**src/rtl/ts_pkg.sv**
```systemverilog
// Shared definitions for the transport-stream frame extractor: sync byte value,
// default data width, framing FSM encoding and a counter-width helper.
package ts_pkg;

    localparam int         WORD_SIZE_DEF = 8;
    localparam logic [7:0] SYNC_BYTE     = 8'hFF;

    typedef enum logic [1:0] {
        ST_HUNT   = 2'd0,
        ST_VERIFY = 2'd1,
        ST_LOCK   = 2'd2
    } ts_state_e;

    // Bits needed to hold values 0..n-1, never less than one bit.
    function automatic int cnt_w(input int n);
        return (n < 2) ? 1 : $clog2(n);
    endfunction

endpackage

```
**src/rtl/ts_sync_fifo.sv**
```systemverilog
// First-word-fall-through output buffer. FIFO_DEPTH must be a power of two so
// the read/write pointers wrap naturally. A push while full is accepted only
// when a pop happens on the same edge; otherwise the byte is dropped here and
// the caller decides what to report. DOUT reads as zero while empty.
module ts_sync_fifo
    import ts_pkg::*;
#(
    parameter int WORD_SIZE  = WORD_SIZE_DEF,
    parameter int FIFO_DEPTH = 16
) (
    input  logic                 clk,
    input  logic                 rst_n,
    input  logic                 push,
    input  logic [WORD_SIZE-1:0] wdata,
    input  logic                 pop,
    output logic [WORD_SIZE-1:0] rdata,
    output logic                 full,
    output logic                 empty
);
    localparam int            AW        = cnt_w(FIFO_DEPTH);
    localparam int            CW        = AW + 1;
    localparam logic [CW-1:0] DEPTH_CNT = CW'(FIFO_DEPTH);

    logic [WORD_SIZE-1:0] mem [FIFO_DEPTH];
    logic [AW-1:0]        wr_q, wr_d;
    logic [AW-1:0]        rd_q, rd_d;
    logic [CW-1:0]        cnt_q, cnt_d;
    logic                 do_push;
    logic                 do_pop;

    assign empty   = (cnt_q == '0);
    assign full    = (cnt_q == DEPTH_CNT);
    assign do_pop  = pop && !empty;
    assign do_push = push && (!full || do_pop);
    assign rdata   = empty ? '0 : mem[rd_q];

    // Pointer and occupancy update; simultaneous push and pop leaves the count unchanged.
    always_comb begin
        wr_d  = wr_q;
        rd_d  = rd_q;
        cnt_d = cnt_q;
        if (do_push) wr_d = wr_q + 1'b1;
        if (do_pop)  rd_d = rd_q + 1'b1;
        if (do_push && !do_pop)      cnt_d = cnt_q + 1'b1;
        else if (!do_push && do_pop) cnt_d = cnt_q - 1'b1;
    end

    // Control state with asynchronous clear.
    always_ff @(posedge clk or negedge rst_n) begin
        if (!rst_n) begin
            wr_q  <= '0;
            rd_q  <= '0;
            cnt_q <= '0;
        end else begin
            wr_q  <= wr_d;
            rd_q  <= rd_d;
            cnt_q <= cnt_d;
        end
    end

    // Storage array; contents need no reset since emptiness is tracked by cnt_q.
    always_ff @(posedge clk) begin
        if (do_push) mem[wr_q] <= wdata;
    end

endmodule

```
**src/rtl/ts_extract.sv**
```systemverilog
// Transport-stream frame aligner and payload extractor.
// HUNT -> VERIFY -> LOCK on correctly spaced sync bytes; payload bytes of locked
// frames are registered once and then written into a FWFT output buffer.
// Optional build macro: TS_EXTRACT_FLYWHEEL_EN enables tolerating up to
// MISS_CNT-1 consecutive missing syncs while locked; without it the first
// missing sync drops lock.
module ts_extract
    import ts_pkg::*;
#(
    parameter int WORD_SIZE  = WORD_SIZE_DEF,
    parameter int FRAME_LEN  = 10,
    parameter int LOCK_CNT   = 2,
    parameter int MISS_CNT   = 3,
    parameter int FIFO_DEPTH = 16
) (
    input  logic                 CLK,
    input  logic                 RESET,
    input  logic [WORD_SIZE-1:0] TS_IN,
    input  logic                 SYNC,
    input  logic                 DOUT_READY,
    output logic [WORD_SIZE-1:0] DOUT,
    output logic                 DOUT_VALID,
    output logic                 LOCK,
    output logic                 SYNC_ERR,
    output logic                 OVF
);
    localparam int            PW        = cnt_w(FRAME_LEN);
    localparam int            GW        = cnt_w(LOCK_CNT + 1);
    localparam int            MW        = cnt_w(MISS_CNT + 1);
    localparam logic [PW-1:0] POS_LAST  = PW'(FRAME_LEN - 1);
    localparam logic [GW-1:0] GOOD_LOCK = GW'(LOCK_CNT);
    localparam logic [MW-1:0] MISS_DROP = MW'(MISS_CNT);
`ifdef TS_EXTRACT_FLYWHEEL_EN
    localparam bit            FLYWHEEL  = 1'b1;
`else
    localparam bit            FLYWHEEL  = 1'b0;
`endif

    ts_state_e            state_q, state_d;
    logic [PW-1:0]        pos_q, pos_d;
    logic [GW-1:0]        good_q, good_d;
    logic [MW-1:0]        miss_q, miss_d;
    logic                 sync_err_q, sync_err_d;
    logic                 push_q, push_d;
    logic [WORD_SIZE-1:0] wdata_q, wdata_d;
    logic                 ovf_q, ovf_d;

    logic                 sync_ev;
    logic                 wrap;
    logic [PW-1:0]        pos_nxt;
    logic                 fifo_full;
    logic                 fifo_empty;
    logic                 fifo_pop;

    // pos_q is the frame position of the previously sampled byte, so "wrap"
    // means the byte now on TS_IN is where the next sync is expected.
    assign sync_ev  = SYNC && (TS_IN == WORD_SIZE'(SYNC_BYTE));
    assign wrap     = (pos_q == POS_LAST);
    assign pos_nxt  = wrap ? '0 : pos_q + 1'b1;

    assign LOCK       = (state_q == ST_LOCK);
    assign SYNC_ERR   = sync_err_q;
    assign OVF        = ovf_q;
    assign DOUT_VALID = !fifo_empty;
    assign fifo_pop   = DOUT_READY && DOUT_VALID;

    // Framing FSM: next state, counters, anomaly pulse and payload push decision.
    always_comb begin
        state_d    = state_q;
        pos_d      = pos_q;
        good_d     = good_q;
        miss_d     = miss_q;
        sync_err_d = 1'b0;
        push_d     = 1'b0;
        wdata_d    = TS_IN;
        unique case (state_q)
            ST_HUNT: begin
                if (sync_ev) begin
                    state_d = ST_VERIFY;
                    pos_d   = '0;
                    good_d  = GW'(1);
                end
            end
            ST_VERIFY: begin
                pos_d = pos_nxt;
                if (wrap) begin
                    if (sync_ev) begin
                        good_d = good_q + 1'b1;
                        if (good_q + 1'b1 == GOOD_LOCK) begin
                            state_d = ST_LOCK;
                            miss_d  = '0;
                        end
                    end else begin
                        sync_err_d = 1'b1;
                        state_d    = ST_HUNT;
                        good_d     = '0;
                    end
                end else if (sync_ev) begin
                    // Misplaced sync: trust the newer one and start counting again.
                    sync_err_d = 1'b1;
                    pos_d      = '0;
                    good_d     = GW'(1);
                end
            end
            ST_LOCK: begin
                pos_d = pos_nxt;
                if (wrap) begin
                    if (sync_ev) begin
                        miss_d = '0;
                    end else begin
                        // Missing sync: keep frame timing (flywheel) unless too many in a row.
                        sync_err_d = 1'b1;
                        miss_d     = miss_q + 1'b1;
                        if (!FLYWHEEL || (miss_q + 1'b1 == MISS_DROP)) begin
                            state_d = ST_HUNT;
                            good_d  = '0;
                            miss_d  = '0;
                        end
                    end
                end else if (sync_ev) begin
                    // Stray sync inside a locked frame: flag and discard, no realign.
                    sync_err_d = 1'b1;
                end else begin
                    push_d = 1'b1;
                end
            end
            default: state_d = ST_HUNT;
        endcase
        ovf_d = ovf_q || (push_q && fifo_full && !fifo_pop);
    end

    // Control registers with asynchronous active-low clear.
    always_ff @(posedge CLK or negedge RESET) begin
        if (!RESET) begin
            state_q    <= ST_HUNT;
            pos_q      <= '0;
            good_q     <= '0;
            miss_q     <= '0;
            sync_err_q <= 1'b0;
            push_q     <= 1'b0;
            ovf_q      <= 1'b0;
        end else begin
            state_q    <= state_d;
            pos_q      <= pos_d;
            good_q     <= good_d;
            miss_q     <= miss_d;
            sync_err_q <= sync_err_d;
            push_q     <= push_d;
            ovf_q      <= ovf_d;
        end
    end

    // Payload data stage; qualified by push_q so it needs no reset.
    always_ff @(posedge CLK) begin
        wdata_q <= wdata_d;
    end

    ts_sync_fifo #(
        .WORD_SIZE (WORD_SIZE),
        .FIFO_DEPTH(FIFO_DEPTH)
    ) u_fifo (
        .clk  (CLK),
        .rst_n(RESET),
        .push (push_q),
        .wdata(wdata_q),
        .pop  (fifo_pop),
        .rdata(DOUT),
        .full (fifo_full),
        .empty(fifo_empty)
    );

endmodule

```
**config.mk**
```make
export PLATFORM = sky130hd
export DESIGN_NAME = ts_extract
export DESIGN_NICKNAME = d
export VERILOG_FILES = /design/src/rtl/ts_pkg.sv /design/src/rtl/ts_sync_fifo.sv /design/src/rtl/ts_extract.sv
export SDC_FILE = /design/constraint.sdc
export NUM_CORES = 1
export LEC_CHECK = 0
export BUFFER_PORTS_ARGS = -buffer_cell sky130_fd_sc_hd__clkbuf_2
export CORE_UTILIZATION = 49
export CTS_BUF_LIST = sky130_fd_sc_hd__clkbuf_8
export DETAILED_ROUTE_END_ITERATION = 7
export PLACE_DENSITY_LB_ADDON = 0.3
export RECOVER_POWER = 25
export SYNTH_ARGS = -nofsm -noshare
export SYNTH_HDL_FRONTEND = slang
export SYNTH_SLANG_ARGS = --single-unit
```
**constraint.sdc**
```tcl
create_clock -name CLK -period 2.9 [get_ports CLK]
set_input_delay 0.435 -clock CLK [delete_from_list [all_inputs] [get_ports CLK]]
set_output_delay 0.435 -clock CLK [all_outputs]
set_load 0.05 [all_outputs]
```
==> results of run 1 <==
==> kinds of logic (layout without fill, tap and decap cells) <==
family | after synthesis | in the layout | share of synthesized area
DFF | 160 | 160 | 0.703
and+or+nand+nor | 67 | 67 | 0.0575
muxes | 50 | 50 | 0.138
AOI/OAI and AO/OA | 34 | 34 | 0.0329
buffers and inverters | 30 | 78 | 0.0193
adders and majority gates | 18 | 18 | 0.0356
xor gates and xnor gates | 10 | 10 | 0.0134
==> per-layer routing <==
metal	up-vias	global-route usage	wire, microns
li1	1508	-	-
met1	1615	0.258	5330
met2	103	0.286	5570
met3	9	0.0422	697
met4	0	0.0769	143
met5	-	0	0
==> area by class of cell <==
type / count / share of cell area
clock buffer: 21 / 0.0397
multi-input combinational: 179 / 0.250
clock inverter: 11 / 0.0136
timing repair buffer: 30 / 0.0253
tap: 172 / 0.0296
sequential: 160 / 0.633
inverter: 16 / 0.00826
==> state kept, by name, indices dropped and copies added (netlist names) <==
signal        cells
u_fifo.mem      128
good_q            2
u_fifo.wr_q       4
u_fifo.rd_q       4
pos_q             4
SYNC_ERR          1
OVF               1
u_fifo.cnt_q      5
state_q           2
wdata_q           8
push_q            1
==> power groups by stage <==
stage / clock network [mW] / registers (mW) / logic, mW
6_report: 1.57 / 2.76 / 2.11
5_1_grt: 1.69 / 2.78 / 2.28
4_1_cts: 1.60 / 2.75 / 2.14
3_5_place_dp: 0 / 2.82 / 2.11
3_3_place_gp: 0 / 2.80 / 2.07
2_1_floorplan: 0 / 2.72 / 1.65
==> Yosys cell counts (8+ instances only) <==
library cell  number  area share
ha_1              17       0.032
nor2_1             8      0.0046
and2_1            10      0.0096
and3_1             9      0.0086
inv_1             15      0.0086
o21ai_0            9      0.0069
a21oi_1            9      0.0069
edfxtp_1         128        0.59
mux2i_1           17       0.026
mux4_2            32        0.11
nand2_1           16      0.0092
o22ai_1            9      0.0086
dfxtp_1            8       0.024
dfrtp_1           24       0.092
==> stage by stage <==
step	cells	total power [mW]	utilization	worst slack (ps)
2_1_floorplan	369	4.37	-	107
3_3_place_gp	555	4.88	0.536	352
6_report	589	6.44	0.567	127
4_1_cts	589	6.49	0.568	80.3
5_1_grt	589	6.75	0.567	40.3
3_5_place_dp	555	4.93	0.536	228
==> cells in the final DEF (no fill, tap or decap), types with 2 or more instances in the layout <==
cell and count:
edfxtp_1 128, mux4_2 32, dfrtp_1 23, clkbuf_8 21, inv_1 20, mux2i_1 17, ha_1 17, nand2_1 16
clkbuf_2 14, and2_1 10, o22ai_1 9, and3_1 9, a21oi_1 9, o21ai_0 9, clkbuf_1 9, nor2_1 8
dfxtp_1 8, nand3_1 7, xnor2_1 7, nand2b_1 4, clkinv_2 4, buf_4 4, xor2_1 3, nor3_1 2
nand4_1 2, a21o_1 2, nor4_1 2, bufinv_16 2, buf_12 2
==> repair_timing <==
item	in CTS	in global routing
buffers inserted	1	0
endpoints found under the hold margin	24	0
pin swaps	0	0
endpoints found under the setup margin	1	1
hold buffers	1	0
resized for setup	0	1
==> worst max-delay path, delay by kind of cell (launching register included) <==
family,cells,cell delay (ps)
AO/OA/AOI/OAI,1,150
flip-flops,1,440
buffers and inverters,2,490
multiplexers,2,790
==> path summary, 6_finish.rpt <==
check / start / end / slack (ps) / cells past startpoint
worst max register to register: u_fifo.cnt_q[1] / u_fifo.cnt_q[4] / 250 / 11
worst max-delay path: u_fifo.rd_q[0] / DOUT[0] / 130 / 5
worst min register to register: u_fifo.rd_q[3] / u_fifo.rd_q[3] / 480 / 1
max in group asynchronous: RESET / u_fifo.rd_q[0] / 1210 / 2
min in group asynchronous: RESET / pos_q[3] / 800 / 2
worst min-delay path: TS_IN[6] / wdata_q[6] / 120 / 1
==> tab_implementation.tex, run 1 <==
\begin{tabular}{lr}
\hline
Metric & Value \\
\hline
\multicolumn{2}{l}{\textbf{Synthesis}} \\
\quad Net count after synthesis & 399 \\
\quad Warnings, synthesis & 0 \\
\quad Mapped Avg Cell Area & 17.7 sq um \\
\quad Sequential-to-total area share from yosys stat & 0.703 \\
\quad EDFF count, synth & 128 \\
\quad Most used flip-flop cell after synthesis & edfxtp\_1 \\
\quad Synthesized instance count & 369 \\
\quad FFs w/ async S/R, synth & 0.150 \\
\quad Number of distinct standard cells referenced by the synthesized netlist & 40 \\
\quad Cell area after synthesis & about 6500 sq um \\
\quad Number of register bits inferred by synthesis & 160 \\
\multicolumn{2}{l}{\textbf{Drt}} \\
\quad Antenna-violating nets left & 0 \\
\quad Via Count & 3235 \\
\quad Number of vias per cell & 5.49 \\
\quad Count of TritonRoute iterations in the first routing pass & 4 \\
\quad Routed WL & around 12000 microns \\
\quad Routed length per placed instance & between 15 and 20 microns \\
\quad Number of DRC violations after detailed-routing iteration 0 & a little over 300 \\
\quad Number of remaining DRC errors & 0 \\
\multicolumn{2}{l}{\textbf{Global routing}} \\
\quad Largest net degree at the start of global routing & 30 \\
\quad Global-route usage over all layers & 0.186 \\
\quad Grt ovf & 0 \\
\quad Wire length of the first global-routing pass & between 15000 and 20000 microns \\
\quad Number of global-route vias before repair & about 3400 \\
\quad Initial antenna violation count & 0 \\
\multicolumn{2}{l}{\textbf{Timing}} \\
\quad Summed negative setup slack over all endpoints & 0 ps \\
\quad Number of hold violations in the final report & 0 \\
\quad Minimum hold slack & around 120 ps \\
\quad Highest Clock Rate & 0.361 GHz \\
\quad Setup repair after global routing missed its margin & no \\
\quad Transition time at the pin with the least slew margin & 1330 ps \\
\quad Total of endpoints with negative setup slack in the final report & 0 \\
\quad Largest clock skew in the final design & 9.12 ps \\
\quad Slew headroom & 0.113 \\
\quad Shortest clock period the worst path allows after layout & 2770 ps \\
\quad Final number of max-transition violations & 0 \\
\quad Final period utilization & 0.956 \\
\multicolumn{2}{l}{\textbf{Critical path}} \\
\quad Largest stage delay, worst path & 530 ps \\
\quad Type of destination of the critical path & output pin \\
\quad Sort of element at the start of the critical path & flip-flop \\
\quad Endpoint required time on the critical path & approximately 2500 ps \\
\quad Cell chain of the critical path & buf\_12 -> mux4\_2 -> mux2i\_1 -> o22ai\_1 -> clkbuf\_2 \\
\quad Cell type of the slowest stage on the worst timing path & mux4\_2 \\
\quad Critical path type & reg2out \\
\quad Critical-path maximum fanout & 23 \\
\quad Worst endpoint data arrival time & approximately 2300 ps \\
\multicolumn{2}{l}{\textbf{Flow run}} \\
\quad Number of violations of the max-capacitance limit & 0 \\
\multicolumn{2}{l}{\textbf{Floorplanning}} \\
\quad Vertical die dimension & 118 microns \\
\quad \# IOs & 24 \\
\quad Area of the core region & 12800 sq um \\
\quad Row Count & slightly above 40 \\
\quad Die Span X & 118 microns \\
\quad Total die area & 13800 sq um \\
\quad Effective utilization at floorplan & 0.510 \\
\multicolumn{2}{l}{\textbf{Power and ir drop}} \\
\quad Switching pwr & 2.14 mW \\
\quad Relative contribution of sequential cells to total power & 0.429 \\
\quad Leakage dissipation & 2.61 nW \\
\quad Max VDD drop & 0.000417 V \\
\quad Sw Ratio & 0.332 \\
\quad Fraction of power consumed by the clock network & 0.244 \\
\quad Proportion of power drawn by combinational gates & 0.328 \\
\quad Power density relative to cell area & 885 nW/um\^{}2 \\
\quad Cell internal power dissipation & 4.30 mW \\
\multicolumn{2}{l}{\textbf{Layout}} \\
\quad Post-route design area & between 7000 and 8000 sq um \\
\quad Final-layout fill cell count & 1018 \\
\quad Post-layout net count & 434 \\
\quad Area Growth Syn to Fin & 11.1\% \\
\quad Share of final-layout standard cells stronger than drive strength 1 & 0.211 \\
\quad Area occupied by registers & 4610 sq um \\
\quad N\_diodes & 0 \\
\quad Area of the multi-input gates & between 1500 and 2000 sq um \\
\multicolumn{2}{l}{\textbf{Clocking}} \\
\quad Buffer cell driving the clock tree root & clkbuf\_8 \\
\quad CTS tree & done \\
\quad CTS Sinks & 160 \\
\quad Buffers from clock root to sink, at most & 2 \\
\quad \# H-tree levels & 4 \\
\quad Clock latency reported for the late side of the worst-skew pair & 450 ps \\
\quad TritonCTS Buffers & 17 \\
\quad Clock-pin slew of the registers on the worst-case setup and hold paths & 70 ps \\
\multicolumn{2}{l}{\textbf{Placed design}} \\
\quad Half-perimeter wire length after detailed placement & 7700 microns \\
\quad Port Buffer Count & 23 \\
\quad Placed cell areas & 6870 sq um \\
\quad Final GP Congestion & 0.768 \\
\multicolumn{2}{l}{\textbf{Min path}} \\
\quad Path class of the lowest-slack min-delay path & in2reg \\
\multicolumn{2}{l}{\textbf{Run status}} \\
\quad Status & finished, final reports clean \\
\hline
\end{tabular}
Note: power is estimated with default switching activity, not from simulation.
==> run 2: changes to the inputs <==
- PLACE_DENSITY: default -> 0.72
- PLACE_DENSITY_LB_ADDON: 0.3 -> default
==> tab_implementation.tex, run 2 (synthesis gave the netlist of run 1 again) <==
\begin{tabular}{lr}
\hline
Metric & Value \\
\hline
\multicolumn{2}{l}{\textbf{Min path}} \\
\quad Beginning of the worst hold path & TS\_IN[4] \\
\quad Path class of the lowest-slack min-delay path & in2reg \\
\quad Hold-critical path endpoint & wdata\_q[4] \\
\quad Worst hold path depth & 1 (unchanged) \\
\multicolumn{2}{l}{\textbf{Timing}} \\
\quad Transition time at the pin with the least slew margin & 600 ps (-731 ps) \\
\quad Summed negative setup slack over all endpoints & 0 ps (unchanged) \\
\quad Number of hold violations in the final report & 0 (unchanged) \\
\quad Setup repair after global routing missed its margin & no \\
\quad Shortest clock period the worst path allows after layout & 2640 ps (-133 ps) \\
\quad Total of endpoints with negative setup slack in the final report & 0 (unchanged) \\
\quad Final period utilization & 0.910 (-0.0460) \\
\quad Slew headroom & 0.600 (+0.488) \\
\quad Final number of max-transition violations & 0 (unchanged) \\
\quad Largest clock skew in the final design & 13.8 ps (+4.66 ps) \\
\quad Highest Clock Rate & 0.379 GHz (+5.1\%) \\
\multicolumn{2}{l}{\textbf{Floorplanning}} \\
\quad Vertical die dimension & 118 microns (unchanged) \\
\quad Total die area & 13800 sq um (unchanged) \\
\quad \# IOs & 24 (unchanged) \\
\quad Die Span X & 118 microns (unchanged) \\
\quad Effective utilization at floorplan & 0.510 (unchanged) \\
\quad Row Count & 41 (unchanged) \\
\quad Area of the core region & 12800 sq um (unchanged) \\
\multicolumn{2}{l}{\textbf{Clocking}} \\
\quad Clock latency reported for the late side of the worst-skew pair & 450 ps (about the same) \\
\quad TritonCTS Buffers & 17 (unchanged) \\
\quad CTS tree & done \\
\quad Buffer cell driving the clock tree root & clkbuf\_8 \\
\quad Buffers from clock root to sink, at most & 2 (unchanged) \\
\quad CTS Sinks & 160 (unchanged) \\
\quad Clock-pin slew of the registers on the worst-case setup and hold paths & 80 ps (about the same) \\
\quad \# H-tree levels & 4 (unchanged) \\
\multicolumn{2}{l}{\textbf{Layout}} \\
\quad Share of final-layout standard cells stronger than drive strength 1 & 0.221 (+0.0101) \\
\quad Final core utilization & 0.567 (about the same) \\
\quad N\_diodes & 0 (unchanged) \\
\quad Final-layout fill cell count & 988 (-2.9\%) \\
\quad Commonest cells after routing, fill and taps aside & 128 x edfxtp\_1, 32 x mux4\_2, 23 x dfrtp\_1, 18 x inv\_1 \\
\quad Most frequent standard cell in the layout excluding fill and tap cells & edfxtp\_1 \\
\quad Largest register by flop count & u\_fifo.mem \\
\quad Area of the multi-input gates & 1820 sq um (+0.14\%) \\
\quad Post-layout net count & 433 (-0.23\%) \\
\quad Max FFs per register & 128 (unchanged) \\
\quad Area Growth Syn to Fin & 11.1\% (about the same) \\
\quad Area occupied by registers & 4610 sq um (unchanged) \\
\quad Top Registers & u\_fifo.mem x128, wdata\_q x8, u\_fifo.cnt\_q x5 \\
\multicolumn{2}{l}{\textbf{Drt}} \\
\quad Count of TritonRoute iterations in the first routing pass & 6 (+2) \\
\quad Number of vias per cell & 5.54 (+0.85\%) \\
\quad Routed WL & 11500 microns (-1.9\%) \\
\quad Routed length per placed instance & 19.6 microns (-1.7\%) \\
\quad Via Count & 3257 (+0.68\%) \\
\quad Number of DRC violations after detailed-routing iteration 0 & 309 (+1.3\%) \\
\quad Antenna-violating nets left & 0 (unchanged) \\
\quad Number of remaining DRC errors & 0 (unchanged) \\
\multicolumn{2}{l}{\textbf{Global routing}} \\
\quad Wire length of the first global-routing pass & 18600 microns (+0.63\%) \\
\quad Global-route usage over all layers & 0.184 (-0.00195) \\
\quad Largest net degree at the start of global routing & 36 (+20\%) \\
\quad Initial antenna violation count & 0 (unchanged) \\
\quad Number of global-route vias before repair & 3419 (+1.6\%) \\
\quad Grt ovf & 0 (unchanged) \\
\multicolumn{2}{l}{\textbf{Power and ir drop}} \\
\quad Power density relative to cell area & 881 nW/um\^{}2 (-0.49\%) \\
\quad Max VDD drop & 0.000475 V (+14\%) \\
\quad Leakage dissipation & 2.59 nW (-0.44\%) \\
\multicolumn{2}{l}{\textbf{Run status}} \\
\quad Status & finished, final reports clean \\
\multicolumn{2}{l}{\textbf{Critical path}} \\
\quad Endpoint required time on the critical path & 2470 ps (about the same) \\
\quad Critical-path maximum fanout & 8 (-65\%) \\
\quad Sort of element at the start of the critical path & flip-flop \\
\quad Reg2Reg Depth & 11 (unchanged) \\
\quad Reg2Reg Launch Point & u\_fifo.cnt\_q[1] \\
\quad Type of destination of the critical path & output pin \\
\quad Crit Reg-Reg Endpoint & u\_fifo.cnt\_q[4] \\
\quad Worst endpoint data arrival time & 2200 ps (-140 ps) \\
\quad Worst reg-to-reg setup slack & 320 ps (+70 ps) \\
\quad Critical path type & reg2out \\
\multicolumn{2}{l}{\textbf{Placed design}} \\
\quad Half-perimeter wire length after detailed placement & 7480 microns (-2.8\%) \\
\quad Port Buffer Count & 23 (unchanged) \\
\quad Final GP Congestion & 0.794 (+3.3\%) \\
\multicolumn{2}{l}{\textbf{Flow run}} \\
\quad Number of violations of the max-capacitance limit & 0 (unchanged) \\
\hline
\end{tabular}
==> run 2: cell types whose count changed in the layout (fill, tap and decap cells not counted), sizes merged <==
| cell | delta |
|---|---|
| clkbuf | -4 |
| inv | +2 |
| buf | -1 |
| clkinvlp | +1 |
| clkinv | +1 |
==> run 2: power by group <==
group          internal (mW)  leakage (nW)  switching, mW
combinational          0.888         0.871           1.23
sequential              2.59          1.52          0.140
clock                  0.760         0.205          0.800
total                   4.24          2.59           2.17
==> run 2: worst max path at each step <==
stage | from | end
floorplan | u_fifo.cnt_q[1] | u_fifo.cnt_q[4]
global placement | u_fifo.cnt_q[1] | u_fifo.cnt_q[4]
global route | u_fifo.cnt_q[1] | u_fifo.cnt_q[4]
finish | u_fifo.cnt_q[1] | DOUT[0]
detailed placement | u_fifo.cnt_q[1] | u_fifo.cnt_q[4]
CTS | u_fifo.cnt_q[1] | DOUT[2]
==> run 2: repair_timing <==
action | in CTS | in global routing
endpoints found under the hold margin | 24 | 0
resized for setup | 0 | 2
endpoints found under the setup margin | 0 | 4
hold buffers | 1 | 0
setup buffers | 0 | 0
==> run 2: area by class of cell <==
cell class                 count  area share
sequential                   160       0.633
timing repair buffer          29      0.0263
clock buffer                  17      0.0322
clock inverter                15      0.0196
tap                          172      0.0296
multi-input combinational    179       0.251
inverter                      16     0.00826
==> run 2: stage by stage <==
step | worst slack, ps | cell area [sq um] | total power, mW | cells | hold slack [ps]
CTS | 106 | 7270 | 6.47 | 588 | 62.0
global placement | 326 | 6890 | 4.87 | 555 | 460
global route | 84.5 | 7270 | 6.74 | 588 | 61.4
detailed placement | 269 | 6890 | 4.93 | 555 | 465
floorplan | 107 | 6550 | 4.37 | 369 | 139
finish | 260 | 7270 | 6.41 | 588 | 101
==> run 2: critical path: stages (launching register included) <==
cell	delay (ps)
dfrtp_1	430
nor4_2	320
nand2b_1	110
buf_4	160
nand2_1	280
o22ai_1	180
clkbuf_2	270
==> run 2: per-layer routing <==
metal	up-vias	share of wire	track usage
met4	0	0.012	0.0529
met1	1658	0.43	0.234
met3	16	0.047	0.0625
met5	-	0	0
met2	80	0.51	0.300
li1	1503	-	-
